### src/rtl/encoder_layer_1_intermediate_dense_bias_add.sv
// Joins the intermediate-dense matmul stream with its bias stream, adds per lane,
// requantises with floor, saturates, and presents results through a 2-entry buffer.
module encoder_layer_1_intermediate_dense_bias_add #(
  parameter int DATA_IN_PRECISION_0  = 16,
  parameter int DATA_IN_PRECISION_1  = 3,
  parameter int BIAS_PRECISION_0     = 16,
  parameter int BIAS_PRECISION_1     = 3,
  parameter int DATA_OUT_PRECISION_0 = 16,
  parameter int DATA_OUT_PRECISION_1 = 3,
  parameter int TENSOR_SIZE_DIM_0    = 32,
  parameter int PARALLELISM_DIM_0    = 1
) (
  input  logic                                             clk,
  input  logic                                             rst,
  input  logic [PARALLELISM_DIM_0*DATA_IN_PRECISION_0-1:0]  data_in,
  input  logic                                             data_in_valid,
  output logic                                             data_in_ready,
  input  logic [PARALLELISM_DIM_0*BIAS_PRECISION_0-1:0]     bias,
  input  logic                                             bias_valid,
  output logic                                             bias_ready,
  output logic [PARALLELISM_DIM_0*DATA_OUT_PRECISION_0-1:0] data_out,
  output logic                                             data_out_valid,
  input  logic                                             data_out_ready,
  output logic                                             data_out_last,
  output logic                                             overflow
);

  localparam int P      = PARALLELISM_DIM_0;
  localparam int DIN_W  = DATA_IN_PRECISION_0;
  localparam int DIN_F  = DATA_IN_PRECISION_1;
  localparam int B_W    = BIAS_PRECISION_0;
  localparam int B_F    = BIAS_PRECISION_1;
  localparam int DOUT_W = DATA_OUT_PRECISION_0;
  localparam int DOUT_F = DATA_OUT_PRECISION_1;
  localparam int DEPTH  = TENSOR_SIZE_DIM_0 / PARALLELISM_DIM_0;
  localparam int CNT_W  = (DEPTH > 1) ? $clog2(DEPTH) : 1;

  localparam int B_LSH  = (B_F < DIN_F) ? (DIN_F - B_F) : 0;
  localparam int B_RSH  = (B_F > DIN_F) ? (B_F - DIN_F) : 0;
  localparam int BA_W   = B_W + B_LSH;
  localparam int S_W    = ((DIN_W > BA_W) ? DIN_W : BA_W) + 1;
  localparam int Q_LSH  = (DOUT_F > DIN_F) ? (DOUT_F - DIN_F) : 0;
  localparam int Q_RSH  = (DOUT_F < DIN_F) ? (DIN_F - DOUT_F) : 0;
  localparam int Q_W    = S_W + Q_LSH;
  localparam int DW     = P * DOUT_W;

  // Handshake: a transfer happens on a rising edge where valid and ready are both 1.
  // Input side is a join: both streams move together or neither does. Readies come
  // only from registered occupancy, never from data_out_ready.
  logic [1:0]  count;
  logic        space;
  logic        accept;
  logic        pop;
  logic        wr_ptr;
  logic        rd_ptr;
  logic [CNT_W-1:0] beat_cnt;
  logic        beat_last;

  logic [DW-1:0] mem_data [2];
  logic          mem_last [2];

  logic [DW-1:0] lane_result;
  logic [P-1:0]  lane_sat;

  assign space         = (count != 2'd2);
  assign data_in_ready = bias_valid & space;
  assign bias_ready    = data_in_valid & space;
  assign accept        = data_in_valid & bias_valid & space;
  assign pop           = data_out_valid & data_out_ready;
  assign beat_last     = (beat_cnt == CNT_W'(DEPTH - 1));

  for (genvar l = 0; l < P; l++) begin : g_lane
    logic signed [DIN_W-1:0] d_lane;
    logic signed [B_W-1:0]   b_lane;
    logic signed [BA_W-1:0]  b_al;
    logic signed [S_W-1:0]   sum;
    logic signed [Q_W-1:0]   q;

    assign d_lane = $signed(data_in[l*DIN_W +: DIN_W]);
    assign b_lane = $signed(bias[l*B_W +: B_W]);
    // Only one of each shift pair is non-zero; >>> floors negative values.
    assign b_al   = $signed(BA_W'(b_lane) <<< B_LSH) >>> B_RSH;
    assign sum    = S_W'(d_lane) + S_W'(b_al);
    assign q      = $signed(Q_W'(sum) <<< Q_LSH) >>> Q_RSH;

    if (Q_W > DOUT_W) begin : g_sat
      logic [Q_W-DOUT_W:0] hi;
      assign hi = q[Q_W-1:DOUT_W-1];
      // Fits when all bits above the output sign bit match it.
      assign lane_sat[l] = !((&hi) || !(|hi));
      assign lane_result[l*DOUT_W +: DOUT_W] =
        !lane_sat[l]   ? q[DOUT_W-1:0] :
        q[Q_W-1]       ? {1'b1, {(DOUT_W-1){1'b0}}} :
                         {1'b0, {(DOUT_W-1){1'b1}}};
    end else begin : g_nosat
      assign lane_sat[l] = 1'b0;
      assign lane_result[l*DOUT_W +: DOUT_W] = DOUT_W'(q);
    end
  end

  always_ff @(posedge clk or negedge rst) begin
    if (!rst) begin
      count    <= 2'd0;
      wr_ptr   <= 1'b0;
      rd_ptr   <= 1'b0;
      beat_cnt <= '0;
      overflow <= 1'b0;
      for (int i = 0; i < 2; i++) begin
        mem_data[i] <= '0;
        mem_last[i] <= 1'b0;
      end
    end else begin
      if (accept) begin
        mem_data[wr_ptr] <= lane_result;
        mem_last[wr_ptr] <= beat_last;
        wr_ptr           <= ~wr_ptr;
        beat_cnt         <= beat_last ? '0 : beat_cnt + 1'b1;
        overflow         <= overflow | (|lane_sat);
      end
      if (pop) begin
        rd_ptr <= ~rd_ptr;
      end
      unique case ({accept, pop})
        2'b10:   count <= count + 2'd1;
        2'b01:   count <= count - 2'd1;
        default: count <= count;
      endcase
    end
  end

  assign data_out_valid = (count != 2'd0);
  assign data_out       = data_out_valid ? mem_data[rd_ptr] : '0;
  assign data_out_last  = data_out_valid & mem_last[rd_ptr];

endmodule

### config.mk
export PLATFORM = sky130hd
export DESIGN_NAME = encoder_layer_1_intermediate_dense_bias_add
export DESIGN_NICKNAME = d
export VERILOG_FILES = /design/src/rtl/encoder_layer_1_intermediate_dense_bias_add.sv
export SDC_FILE = /design/constraint.sdc
export NUM_CORES = 1
export LEC_CHECK = 0
export BUFFER_PORTS_ARGS = -buffer_cell sky130_fd_sc_hd__buf_2
export CAP_MARGIN = 20
export CORE_UTILIZATION = 55
export DETAILED_ROUTE_END_ITERATION = 12
export PLACE_DENSITY_LB_ADDON = 0.25
export SLEW_MARGIN = 10
export SYNTH_ARGS = -nofsm -noshare
export SYNTH_HDL_FRONTEND = slang
export SYNTH_SLANG_ARGS = --single-unit
### constraint.sdc
create_clock -name clk -period 2.7 [get_ports clk]
set_clock_uncertainty 0.05 [all_clocks]
set_input_delay 0.135 -clock clk [delete_from_list [all_inputs] [get_ports clk]]
set_output_delay 0.135 -clock clk [all_outputs]
set_load 0.005 [all_outputs]
==> results of run 1 <==
## metrics by stage
step | total power [mW] | setup WS (ns) | area (um^2)
5_1_grt | 3.33 | 0.294 | 3540
2_1_floorplan | 2.14 | 0.534 | 3080
4_1_cts | 3.09 | 0.459 | 3540
6_report | 3.07 | 0.434 | 3540
3_3_place_gp | 2.60 | 0.188 | 3440
3_5_place_dp | 2.67 | 0.142 | 3440
## kinds of logic (layout without fill, tap and decap cells)
group,Yosys count,after routing
muxes,18,18
AOI/OAI and AO/OA,93,93
and+or+nand+nor,145,145
DFF,44,44
adders and majority gates,20,20
buffers and inverters,18,80
xor gates and xnor gates,9,9
## registers in the layout, summed over array words and instances, names as in the netlist
signal    count
mem_last      2
beat_cnt      5
mem_data     32
rd_ptr        1
count         2
wr_ptr        1
overflow      1
## power groups by stage
stage	Sequential (mW)	Clock [mW]	Combinational [mW]
after CTS	1.16	0.429	1.50
final	1.17	0.419	1.48
after floorplan	1.09	0	1.05
after global routing	1.20	0.459	1.67
after global placement	1.16	0	1.45
after detailed placement	1.18	0	1.49
## worst min-delay path, stage by stage
cell     delay, ns
buf_2         0.08
nor2b_1       0.21
xor2_1        0.09
## area by class of cell
class	count	area, um^2
well taps	70	87.6
flip-flops and latches	44	1100
repair buffers	69	378
clock buffers	6	82.6
clock inverters	2	10.0
fillers	446	1690
multi-input cells	285	1870
inverters	3	11.3
## cells in the mapped netlist (2+ instances only)
library cell  number
ha_1              19
nand2b_1           3
clkbuf_1           6
a21boi_1           2
nor2b_1            2
or3_1              2
a21oi_2           15
buf_2              4
dfrtp_1           44
nor3_1             3
nand2_1           36
a211oi_1           3
a31oi_1            3
and2_1             3
and3_1             5
mux2i_1           17
nand3_1           15
o211ai_1           4
a21o_1             7
buf_6              4
a31oi_4            2
a21oi_1           28
o21ai_0           14
inv_1              2
nor2_1            59
nand4_1            7
xor2_1             5
nand3_2            2
xnor2_1            4
## routing by layer
metal,vias to the layer above,share of wire (%)
li1,1368,-
met1,1327,43
met2,81,50
met3,14,4.3
met4,0,2.1
met5,-,0
## worst max path at each step
stage                     startpoint           end  slack [ns]  cells after the start
after floorplan           data_in[0]  mem_data[29]        0.53                      9
after global placement    data_in[0]   mem_data[2]        0.19                     10
after detailed placement  data_in[0]   mem_data[2]        0.14                     10
after CTS                 data_in[0]   mem_data[2]        0.46                     10
after global routing      data_in[8]      overflow        0.29                      8
final                     data_in[0]   mem_data[2]        0.43                     10
==> metrics.yaml, run 1 <==
wl_um: 7070
critPathBufInv: 2
synth-simple-area-share_pct: 21.9
path_max_fanout: 10
synth_compound_area_share_pct: 22.1
post-route-min-period_ns: 2.27
clk_latency_ns: 0.30
ir_drop_mv: 0.535
path_clk_slew_ns: 0.08
wire_per_inst_um: 14.8
hold_viol_final: 0
clock-sinks: 44
p_leak_nw: 1.68
worstSetupEndpointType: "flip-flop"
worstHoldEndpoint: "rd_ptr"
p_int_mw: 1.85
r2r_end: "mem_data[28]"
fin_cells: 479
synth.area.top_cells: "dfrtp_1, ha_1, nor2_1"
worst_slew_pin_slew_ns: 0.943
grt_use_met3_pct: 4.76
vias: 2790
clkPwrFrac_pct: 13.7
synthXorXnorAreaFrac_pct: 2.56
ant_nets: 0
yosysWarnings: 0
track_usage_pct: 25.4
fin_setup_tns_ns: 0
dp_hpwl_um: 5400
vias_per_cell: 5.82
synthMuxAreaShare_pct: 5.89
async_reset_ff_share_pct: 100
rrSetupSlack_ns: 0.66
status: "finished, final reports clean"
drt_first_pass_iters: 4
coreArea_mm2: 0.00524
syn_area_mm2: 0.00308
place_congestion: 0.887
final_nets: 465
initial_core_util_pct: 58.8
rows: 26
cts-root-buf: "clkbuf_8"
grt_pass1_vias: 2698
syn_nets: 404
path_common_cell: "a21oi_1"
ys_types: 56
post-route-util_pct: 67.7
cts_tree: "yes"
sequentialPowerShare_pct: 38.0
overflow: 0
pwr-share-comb_pct: 48.4
dpl.cell_count: 470
synth_flop_cell: "dfrtp_1"
clockBufferDepth: 2
p_sw_mw: 1.21
synth_top_cell_area_share_pct: 35.7
ys_ff_latch: 44
antenna_found_initial: 0
busiest_layer: "met2"
rsz0062_at_grt: "no"
synth_edf_count: 0
io_buffer_count: 57
crit_slowest_cell: "fa_1"
relSlewSlack_pct: 37.1
fmax_mhz: 441
rr_startpoint: "count[0]"
grtUsageMet1_pct: 30.8
cts_resized: 0
hold_path.class: "in2reg"
cts_max_level: 2
area_growth_pct: 15.0
worst_hold_startpoint: "data_out_ready"
die_h_um: 76.8
path_class: "in2reg"
cts_buffers: 5
drcViolationCount: 0
synthAdderAreaFrac_pct: 8.37
cp.arrival_ns: 2.40
slew_viol_final: 0
finalCritPeriodShare_pct: 83.9
grt_pass1_wl_um: 12000
final_cell_mix: "nor2_1, buf_2, dfrtp_1"
cp_slowest_stage_delay_ns: 0.43
synth_top_family_by_area: "compound AO/OA/AOI/OAI gates"
drive_gt1_share_pct: 25.9
timing.reg2reg.worst_path_depth: 7
ctsHoldBuffers: 1
power.density_mw_per_mm2: 866
worstPathRequired_ns: 2.83
whs_ns: 0.195
path_cells: "buf_2 -> ha_1 -> fa_1 -> a21oi_1 -> o21ai_0 -> o22ai_1 -> o22ai_2 -> a31oi_4 -> buf_4 -> a21oi_1"
p_sw_share_pct: 39.6
die-area_mm2: 0.00590
final_common_cell: "nor2_1"
syn_area_per_cell_um2: 8.88
io_pins: 58
die_width_um: 76.8
drtIter0Drc: 114
grt_max_degree: 45
crit_path_start_kind: "input port"
whs_path_depth: 3
yosysTopAreaCell: "dfrtp_1"
path_delay_family: "compound AO/OA/AOI/OAI gates"
setup_viol: 0
ys_seq_area_share_pct: 35.7
drv_cap: 0
met2_usage_pct: 43.8
syn_inst: 347
post_cts_buffers: 0
n_antenna_cell: 0
No activity file was read; power rests on OpenSTA's default activity.
==> inputs of run 2 (changes only) <==
--- a/config.mk
+++ b/config.mk
@@ -5,6 +5,7 @@
 export SDC_FILE = /design/constraint.sdc
 export NUM_CORES = 1
 export LEC_CHECK = 0
+export ABC_AREA = 1
 export BUFFER_PORTS_ARGS = -buffer_cell sky130_fd_sc_hd__buf_2
 export CAP_MARGIN = 20
 export CORE_UTILIZATION = 55
==> constraint.sdc (replaced) <==
create_clock -name clk -period 2.3 [get_ports clk]
set_clock_uncertainty 0.05 [all_clocks]
set_input_delay 0.115 -clock clk [delete_from_list [all_inputs] [get_ports clk]]
set_output_delay 0.115 -clock clk [all_outputs]
set_load 0.005 [all_outputs]
==> metrics.yaml, run 2 <==
final_cell_mix: "nand2_1, buf_2, dfrtp_1"
grt_pass1_wl_um: 12400
vias_per_cell: 5.13
place_area_mm2: 0.00342
post-route-min-period_ns: 1.80
path_clk_slew_ns: 0.08
syn_area_per_cell_um2: 6.88
relSlewSlack_pct: 36.4
place_congestion: 0.796
synth.most_common_cell: "nand2_1"
grt_max_degree: 45
r2r_end: "count[1]"
track_usage_pct: 26.0
design_area_mm2: 0.00352
drt_first_pass_iters: 4
ys_seq_area_share_pct: 35.9
final_common_cell: "nand2_1"
startpoint: "data_in[0]"
yosysTopAreaCell: "dfrtp_1"
cts_tree: "yes"
place_ws_ns: 0.170
yosysWarnings: 0
post_cts_buffers: 0
fmax_mhz: 554
ant_nets: 0
whs_path_depth: 4
syn_inst: 445
wl_um: 6910
die_h_um: 76.6
setup_viol: 0
fin_cells: 575
dp_hpwl_um: 5140
io_pins: 58
cts-root-buf: "clkbuf_8"
clock-sinks: 44
setup_slack_ns: 0.496
coreArea_mm2: 0.00524
worstSetupEndpointType: "flip-flop"
largest_register_ffs: 32
p_leak_nw: 2.03
finalCritPeriodShare_pct: 78.4
wire_per_inst_um: 12.0
fill_cells: 489
drtIter0Drc: 151
synth_flop_cell: "dfrtp_1"
syn_area_mm2: 0.00306
crit_end: "mem_data[1]"
timing.reg2reg.worst_path_depth: 7
area_growth_pct: 14.9
rows: 26
synth_top_cell_area_share_pct: 35.9
status: "finished, final reports clean"
initial_core_util_pct: 58.5
die-area_mm2: 0.00587
rsz0062_at_grt: "no"
cts_buffers: 5
clk_latency_ns: 0.30
path_class: "in2reg"
synth.area.top_cells: "dfrtp_1, nand2_1, ha_1"
drive_gt1_share_pct: 19.2
syn_nets: 502
slew_viol_final: 0
ir_drop_mv: 0.568
power.density_mw_per_mm2: 997
final_nets: 561
top_regs: "mem_data (32), beat_cnt (5)"
vias: 2952
dpl.cell_count: 566
grt_pass1_vias: 2952
regArea_mm2: 0.00110
die_width_um: 76.6
fin_setup_tns_ns: 0
drcViolationCount: 0
multi_input_area_mm2: 0.00176
worstPathRequired_ns: 2.49
hold_viol_final: 0
cts_resized: 0
rrSetupSlack_ns: 0.62
n_antenna_cell: 0
path_max_fanout: 16
overflow: 0
hold_path.class: "in2reg"
clockBufferDepth: 2
top_register: "mem_data"
synth_common_cells: "nand2_1, dfrtp_1, a21oi_1"
whs_ns: 0.132
rr_startpoint: "count[0]"
cp.arrival_ns: 2.00
synth_edf_count: 0
ys_types: 32
io_buffer_count: 57
worst_slew_pin_slew_ns: 0.954
async_reset_ff_share_pct: 100
crit_path_start_kind: "input port"
ys_ff_latch: 44
cts_max_level: 2
drv_cap: 0
antenna_found_initial: 0
==> run 2: layout make-up <==
class                      count  share of cell area (%)
inverter                      37                    3.95
clock buffer                   6                    2.35
sequential                    44                    31.3
multi-input combinational    352                    50.0
clock inverter                 2                   0.284
tap                           70                    2.49
timing repair buffer          64                    9.67
==> run 2: power breakdown <==
part | total [mW] | internal (mW) | switching, mW
Combinational | 1.68 | 0.683 | 0.994
Clock | 0.502 | 0.240 | 0.262
Sequential | 1.33 | 1.12 | 0.209
Total | 3.51 | 2.04 | 1.46
==> run 2: worst min path at each step <==
stage	startpoint	end	slack [ns]
6_report	data_out_ready	rd_ptr	0.13
5_1_grt	data_out_ready	rd_ptr	0.15
4_1_cts	data_out_ready	rd_ptr	0.13
3_5_place_dp	rst	rd_ptr	0.27
3_3_place_gp	rst	rd_ptr	0.26
2_1_floorplan	rst	beat_cnt[0]	-0.23
==> run 2: kinds of logic after synthesis <==
kind of cell | after synthesis | share of synthesized area [%]
and+or+nand+nor | 273 | 36.8
buffers and inverters | 49 | 6.62
AOI/OAI and AO/OA | 44 | 7.97
DFF | 44 | 35.9
adders and majority gates | 20 | 8.42
xor gates and xnor gates | 15 | 4.29
==> run 2: critical path: stages <==
cell and delay [ns]:
buf_2 0.10, ha_1 0.22, fa_1 0.40, nand2_1 0.09, nand2_1 0.08, nand3_1 0.10
nand2_2 0.08, nand2_2 0.08, nand2_1 0.05, nand2_1 0.07, nand2_2 0.07, inv_2 0.09
nand3_4 0.17, nand2_1 0.14, nand2_1 0.07, nand2_1 0.07
==> run 2: metal layers <==
metal / vias to the layer above / part of all wire [%] / wire length, um / track usage (%)
met2: 85 / 49 / 3410 / 47.2
met5: - / 0 / 0 / 0
li1: 1502 / - / - / -
met1: 1356 / 45 / 3120 / 31.4
met3: 9 / 3.8 / 261 / 3.11
met4: 0 / 1.6 / 110 / 9.42
==> run 2: repair_timing <==
item / in CTS / in global routing
hold buffers: 1 / 0
hold endpoints to repair: 44 / 0
setup endpoints to repair: 0 / 0
==> run 2: stage by stage <==
stage,power [mW],util (%)
after floorplan,2.44,-
after global placement,2.95,65.2
after detailed placement,3.00,65.2
after CTS,3.52,67.2
after global routing,3.83,67.2
final,3.51,67.2
==> inputs of run 3 (changes only) <==
--- a/config.mk
+++ b/config.mk
@@ -8,7 +8,7 @@
 export ABC_AREA = 1
 export BUFFER_PORTS_ARGS = -buffer_cell sky130_fd_sc_hd__buf_2
 export CAP_MARGIN = 20
-export CORE_UTILIZATION = 55
+export CORE_UTILIZATION = 51
 export DETAILED_ROUTE_END_ITERATION = 12
 export PLACE_DENSITY_LB_ADDON = 0.25
 export SLEW_MARGIN = 10
==> constraint.sdc (replaced) <==
create_clock -name clk -period 1.5 [get_ports clk]
set_clock_uncertainty 0.05 [all_clocks]
set_input_delay 0.075 -clock clk [delete_from_list [all_inputs] [get_ports clk]]
set_output_delay 0.075 -clock clk [all_outputs]
set_load 0.005 [all_outputs]
==> metrics.yaml, run 3 (same netlist as run 2, synthesis figures left out) <==
status: "finished, violations left"
failed_checks: "setup timing"
startpoint: "bias[0]"
ant_nets: 0
cp.arrival_ns: 1.79
dp_hpwl_um: 5830
crit_end: "mem_data[23]"
clk_latency_ns: 0.30
area_growth_pct: 49.9
drcViolationCount: 0
met2_length_um: 4910
clock-sinks: 44
crit_path_start_kind: "input port"
fin_setup_tns_ns: -4.81
setup_slack_ns: -0.151
fill_cells: 361
die_width_um: 79.5
timing.reg2reg.worst_path_depth: 8
n_antenna_cell: 0
ir_drop_mv: 1.25
worst_slew_pin_slew_ns: 0.476
place_area_mm2: 0.00382
io_buffer_count: 57
vias_per_cell: 5.43
io_pins: 58
cts_tree: "yes"
path_max_fanout: 8
rr_startpoint: "count[0]"
setup_viol: 50
wl_met1_um: 3980
track_usage_pct: 30.6
top_register: "mem_data"
grt_max_degree: 27
p_leak_nw: 2.40
rrSetupSlack_ns: -0.10
die-area_mm2: 0.00632
cts_buffers: 5
drt_first_pass_iters: 5
vias: 3450
relSlewSlack_pct: 68.2
overflow: 0
fmax_mhz: 606
fin_cells: 635
drv_cap: 0
cts-root-buf: "clkbuf_8"
largest_register_ffs: 32
grt_pass1_wl_um: 15000
grt_pass1_vias: 3297
hold_viol_final: 0
path_class: "in2reg"
die_h_um: 79.5
finalCritPeriodShare_pct: 110
path_clk_slew_ns: 0.08
wl_um: 9870
dpl.cell_count: 612
design_area_mm2: 0.00459
final_cell_mix: "nand2_1, buf_2, buf_4"
power.density_mw_per_mm2: 1510
rsz0062_at_grt: "yes"
clockBufferDepth: 2
worstSetupEndpointType: "flip-flop"
regArea_mm2: 0.00110
place_congestion: 0.843
rows: 27
final_nets: 619
initial_core_util_pct: 54.3
antenna_found_initial: 0
multi_input_area_mm2: 0.00226
top_layer_used: "met4"
top_regs: "mem_data (32), beat_cnt (5)"
post-route-min-period_ns: 1.65
hold_path.class: "in2reg"
coreArea_mm2: 0.00564
final_common_cell: "nand2_1"
worstPathRequired_ns: 1.64
drtIter0Drc: 240
cts_max_level: 2
wire_per_inst_um: 15.5
r2r_end: "count[1]"
slew_viol_final: 0
dr_wl_met3_um: 656
drive_gt1_share_pct: 41.9
[run 3: cell types whose count changed in the layout (fill, tap and decap cells not counted), moves of 6 or more]
cell	change
a21oi_2	+19
buf_4	+44
buf_6	+6
nand2_4	+6
ha_1	-13
a21oi_1	-21
nand2_1	-38
nand2_2	+30
ha_4	+12
[run 3: worst min-delay path by stage]
stage	start	end	slack (ns)	cells after the start
after floorplan	rst	beat_cnt[0]	-0.27	0
after global placement	rst	mem_data[0]	-0.002	1
after detailed placement	rst	mem_data[2]	0.005	1
after CTS	data_in[0]	mem_data[16]	0.16	6
after global routing	data_in[0]	mem_data[0]	0.21	6
final	data_in[0]	mem_data[16]	0.17	6
[run 3: final cells by class]
class,count,area share (%)
clock buffer,6,1.58
clock inverter,2,0.273
inverter,37,3.19
multi-input combinational,354,49.3
sequential,44,24.0
tap,72,1.96
timing repair buffer,120,19.7
[run 3: stage by stage]
stage                     utilization, %  setup WS (ns)  power [mW]  hold slack (ns)
after floorplan                        -         -0.195        3.82           -0.271
after global placement              67.7         -0.461        4.82         -0.00212
after detailed placement            67.7         -0.545        4.92          0.00524
after CTS                           76.4        -0.0676        6.08            0.155
after global routing                81.4         -0.234        7.38            0.208
final                               81.4         -0.151        6.93            0.169
[run 3: power breakdown]
group | internal (mW) | switching [mW]
registers | 1.72 | 0.361
clock network | 0.326 | 0.413
logic | 1.89 | 2.22
total | 3.94 | 2.99
[run 3: metal layers]
layer  global-route usage (%)  vias to the layer above
met4                     10.2                        0
li1                         -                     1627
met5                        0                        -
met3                     5.14                       35
met1                     36.8                     1617
met2                     55.0                      171
[run 3: critical path: stages]
cell	delay [ns]
buf_6	0.10
ha_4	0.15
fa_2	0.35
nand2_2	0.08
nand2_2	0.06
nand3_2	0.07
nand2_2	0.06
nand2_2	0.09
nand3_2	0.11
nand2_4	0.15
buf_12	0.12
nand2_8	0.09
nand2_4	0.09
nand2_2	0.05
nand2_1	0.06
nand2_1	0.07
[run 3: what timing repair did]
action | CTS | global route
resized for setup | 62 | 42
buffers inserted | 5 | 4
hold endpoints to repair | 18 | 0
endpoints found under the setup margin | 50 | 54
hold buffers | 1 | 0
pin swaps | 27 | 20
cloned | 2 | 3
